File: src/rtl/data_sram_like_bridge_pkg.sv
// Shared types for the data-side sram-like bridge.
// Holds FSM state encodings and sram-like size codes.
package data_sram_like_bridge_pkg;

   typedef enum logic [1:0] {
      ST_IDLE = 2'd0,
      ST_REQ  = 2'd1,
      ST_WAIT = 2'd2,
      ST_DONE = 2'd3
   } state_t;

   localparam logic [1:0] SIZE_BYTE = 2'd0;
   localparam logic [1:0] SIZE_HALF = 2'd1;
   localparam logic [1:0] SIZE_WORD = 2'd2;

endpackage

File: src/rtl/data_sram_like_bridge_wen_size_enc.sv
// Maps byte write-enables (or read size) to the sram-like size.
// Irregular enable patterns fall back to a full word.
module wen_size_enc
   import data_sram_like_bridge_pkg::*;
(
   input  logic [3:0] mem_wen,
   input  logic [1:0] mem_rsize,
   output logic [1:0] data_size
);

   // writes encode size from the enable mask, reads pass rsize through
   always_comb begin
      data_size = SIZE_WORD;
      case (mem_wen)
         4'b0000: data_size = mem_rsize;
         4'b0001,
         4'b0010,
         4'b0100,
         4'b1000: data_size = SIZE_BYTE;
         4'b0011,
         4'b1100: data_size = SIZE_HALF;
         default: data_size = SIZE_WORD;
      endcase
   end

endmodule

File: src/rtl/data_sram_like_bridge.sv
// MEM-stage bridge: one memory access becomes one sram-like transaction.
// Stalls the pipe until done and holds the read word until release.
module data_sram_like_bridge
   import data_sram_like_bridge_pkg::*;
(
   input  logic        clk,
   input  logic        rst,
   input  logic        mem_en,
   input  logic [3:0]  mem_wen,
   input  logic [1:0]  mem_rsize,
   input  logic [31:0] mem_addr,
   input  logic [31:0] mem_wdata,
   input  logic        pipe_stall,
   output logic        data_req,
   output logic        data_wr,
   output logic [1:0]  data_size,
   output logic [31:0] data_addr,
   output logic [31:0] data_wdata,
   input  logic        data_addr_ok,
   input  logic        data_data_ok,
   input  logic [31:0] data_rdata,
   output logic        stall_req,
   output logic [31:0] rdata_out
);

   state_t      state;
   logic        wr_q;
   logic        wr;
   logic        issue;
   logic        fin;
   logic        rd_txn;
   logic [31:0] rdata_q;

   assign wr         = |mem_wen;
   assign issue      = (state == ST_IDLE) && mem_en;
   assign data_req   = issue || (state == ST_REQ);
   assign stall_req  = issue || (state == ST_REQ) || (state == ST_WAIT);
   assign data_wr    = wr;
   assign data_addr  = mem_addr;
   assign data_wdata = mem_wdata;
   assign rdata_out  = rdata_q;

   // direction of the in-flight transaction, latched at issue
   assign rd_txn = (state == ST_IDLE) ? !wr : !wr_q;

   wen_size_enc u_size (
      .mem_wen   (mem_wen),
      .mem_rsize (mem_rsize),
      .data_size (data_size)
   );

   // transaction completes this cycle; stray data_ok is ignored
   always_comb begin
      fin = 1'b0;
      case (state)
         ST_IDLE: fin = mem_en && data_addr_ok && data_data_ok;
         ST_REQ:  fin = data_addr_ok && data_data_ok;
         ST_WAIT: fin = data_data_ok;
         default: fin = 1'b0;
      endcase
   end

   // request/wait/done sequencing, one transaction per instruction
   always_ff @(posedge clk or posedge rst) begin
      if (rst) begin
         state <= ST_IDLE;
         wr_q  <= 1'b0;
      end else begin
         case (state)
            ST_IDLE: begin
               if (mem_en) begin
                  wr_q <= wr;
                  if (fin)
                     state <= ST_DONE;
                  else if (data_addr_ok)
                     state <= ST_WAIT;
                  else
                     state <= ST_REQ;
               end
            end
            ST_REQ: begin
               if (fin)
                  state <= ST_DONE;
               else if (data_addr_ok)
                  state <= ST_WAIT;
            end
            ST_WAIT: begin
               if (fin)
                  state <= ST_DONE;
            end
            ST_DONE: begin
               if (!pipe_stall)
                  state <= ST_IDLE;
            end
            default: state <= ST_IDLE;
         endcase
      end
   end

   // capture read data on completion of a read; writes leave it alone
   always_ff @(posedge clk or posedge rst) begin
      if (rst)
         rdata_q <= 32'd0;
      else if (fin && rd_txn)
         rdata_q <= data_rdata;
   end

endmodule

File: config.mk
export PLATFORM = sky130hd
export DESIGN_NAME = data_sram_like_bridge
export DESIGN_NICKNAME = d
export VERILOG_FILES = /design/src/rtl/data_sram_like_bridge_pkg.sv /design/src/rtl/data_sram_like_bridge_wen_size_enc.sv /design/src/rtl/data_sram_like_bridge.sv
export SDC_FILE = /design/constraint.sdc
export NUM_CORES = 1
export LEC_CHECK = 0
export ABC_AREA = 1
export BUFFER_PORTS_ARGS = -buffer_cell sky130_fd_sc_hd__clkbuf_2
export CAP_MARGIN = 20
export CORE_AREA = 2 2 82 84
export CTS_CLUSTER_DIAMETER = 120
export DETAILED_ROUTE_END_ITERATION = 10
export DIE_AREA = 0 0 84 86
export GPL_TIMING_DRIVEN = 0
export HOLD_SLACK_MARGIN = 0.03
export PLACE_DENSITY = 0.89
export SLEW_MARGIN = 0
export SYNTH_ARGS = -nofsm -noshare
export SYNTH_HDL_FRONTEND = slang
export SYNTH_SLANG_ARGS = --single-unit
File: constraint.sdc
create_clock -name clk -period 3.1 [get_ports clk]
set_input_delay 0.155 -clock clk [delete_from_list [all_inputs] [get_ports clk]]
set_output_delay 0.155 -clock clk [all_outputs]
set_load 0.05 [all_outputs]
==> results.cfg <==
[place]
io_buffers = 144
hpwl_um = 4325
dp_slack_ps = 1285
place_congestion = 0.7340
dpl_cell_area_um2 = 3211

[pwr]
cellInternalPower_mw = 1.384
irDropWorstVdd_uv = 632.4
clockPowerShare_pct = 10.2
p_sw_share_pct = 55.75
leakagePower_nw = 2.001
switchingPower_mw = 1.743
power_frac_seq_pct = 26.0
p_comb_share_pct = 63.8
powerDensity_nw_per_um2 = 945.8
report.power.total_mw = 3.127

[drt]
route.detailed.drc = 0
drtAntennaViolNets = 0
wl_per_cell_um = 10.36
dr.pass1.iters = 4
drt_iter0_markers = 36
via_per_inst = 4.136
vias = 2043
wirelength_um = 5120

[sta]
rsz0062_at_grt = no
slew_viol_final = 0
finalClockSkew_ps = 5.897
hold_violations = 0
fin_crit_ps = 1834
setup_ws_ps = 1266
tns_ps = 0
post-route-period-util_pct = 59.17
fmax_mhz = 545.2
finalSetupViolCount = 0
worst_slew_pin_slew_ps = 718.7
relSlewSlack_pct = 52.03

[setup_path]
critPathTopFamily = buffers and inverters
critPathKind = reg -> out
crit_path_frequent_cell = inv_1
worst_setup_path_start_kind = flop
arrival_ps = 1680
max_stage_delay_ps = 430
cpMaxStageDelayCell = dfrtp_1
path_cells = inv_1, ha_1, nand2_2, inv_2, nor2_1, inv_1, clkbuf_2
cp_data_required_time_ps = 2940
path_max_fanout = 7
end_kind = output pin
cp_num_buf_inv = 4

[cts]
htree_levels = 2
cts_sinks = 35
clockBufferDepth = 2
clk_pin_slew_ps = 70
numCtsBuffers = 5
clk_latency_ps = 280
cts_root_buf = clkbuf_8
post-cts-setup-buffers = 0
cts_tree = built

[synthesis]
netlist_instances = 263
ys_seq_area_share_pct = 37.02
ys_ff_latch = 35
synth.distinct_cells = 19
syn-num-nets = 376
synth_area_um2 = 2366
synth.area.top_cells = dfrtp_1 37%, buf_4 20%, o21ai_2 12%
synth_top_area_share_pct = 37.02
yosysWarnings = 0
syn_avg_cell_area_um2 = 8.996
yosys.area.top_type = dfrtp_1

[grt]
grt_max_degree = 21
track_usage_pct = 13.74
grt_pass1_vias = 1852
met3_usage_pct = 4.524
use_met1_pct = 14.41
antenna_found_initial = 0
grt_first_pass_wirelength_um = 8100
grt_remaining_overflow = 0
gr-usage-met2_pct = 26.33
grt.busiest_layer = met2

[cells_and_area]
design_area_um2 = 3306
final_common_cell = clkbuf_2
drive_above_1_share_pct = 69.30
area_growth_pct = 39.71
final_cell_mix = 144 x clkbuf_2, 64 x buf_4, 45 x inv_1
fin_nets = 529
n_antenna_cell = 0
finish.utilization_pct = 52.66

[floorplanning]
coreArea_um2 = 6277
initial_core_util_pct = 37.69
ios = 209
rows = 29
die_x_um = 84
die-area_um2 = 7224
chipHeight_um = 86

[hold_path]
hp-class = in -> reg

[job]
drv_cap = 0

[run_status]
outcome = complete, no violations
## worst min-delay path, stage by stage
cell      delay [ps]
clkbuf_2          80
inv_1             50
o21ai_2           50
## power by group through the flow
| stage | sequential [mW] | clock, mW | combinational (mW) |
|---|---|---|---|
| floorplan | 1.44 | 0 | 0.971 |
| global placement | 0.812 | 0 | 1.97 |
| detailed placement | 0.819 | 0 | 2.02 |
| CTS | 0.815 | 0.338 | 2.02 |
| global route | 0.845 | 0.356 | 2.13 |
| finish | 0.812 | 0.318 | 2.00 |
## cell type report
class / instances / area [µm²]
Inverter: 46 / 172.7
Clock buffer: 6 / 72.57
Timing Repair Buffer: 146 / 758.2
Fill cell: 581 / 2972
Tap cell: 77 / 96.34
Multi-Input combinational cell: 112 / 769.5
Clock inverter: 2 / 12.51
Sequential cell: 35 / 875.8
Buffer: 70 / 548.0
## flip-flops by register name, summed over array words and instances, names as in the netlist
signal,cells
wr_q,1
state,2
rdata_out,32
## logic make-up (layout without fill, tap and decap cells)
group	count (synthesis)	in the layout	synth area share, %
buf+inv	116	270	30.46
compound gates	37	37	13.17
fa+ha+maj	5	5	2.644
flops	35	35	37.02
simple gates	70	70	16.71
## metrics by stage
step                instances  hold WS [ps]
finish                    494         87.51
global route              494         83.75
CTS                       494         75.62
detailed placement        485         297.7
global placement          484         382.5
floorplan                 263         297.4
## synthesized netlist by cell type
cell	n
buf_4	64
nand3_4	1
o211ai_1	1
buf_6	6
a31oi_1	1
nand3_1	5
nor2_4	3
nand2_2	29
nand4_4	1
o21ai_0	1
o21ai_2	32
inv_1	45
inv_2	1
nor2_1	4
a21oi_1	1
dfrtp_1	35
o21bai_1	1
nand2_1	27
ha_1	5
## path summary, 6_finish.rpt
kind                           startpoint            end  slack, ps  depth (start not counted)
max                              state[0]       data_req       1270                          7
min                        data_rdata[21]  rdata_out[21]         90                          3
min in group asynchronous             rst       state[0]        530                          3
max reg2reg                      state[0]  rdata_out[23]       1320                          8
max in group asynchronous             rst  rdata_out[26]       2040                          4
min reg2reg                 rdata_out[10]  rdata_out[10]        480                          2
## per-layer routing
layer,up-vias,part of all wire [%],wire length (µm)
met5,-,0,0
met4,0,0.68,35
met3,4,12,632
met2,127,53,2704
met1,882,34,1747
li1,1030,-,-
## timing repair
| item | in CTS | in global routing |
|---|---|---|
| gates resized for setup | 0 | 0 |
| hold buffers | 1 | 0 |
| endpoints found under the hold margin | 15 | 0 |
Power figures use the tool's default switching activity.
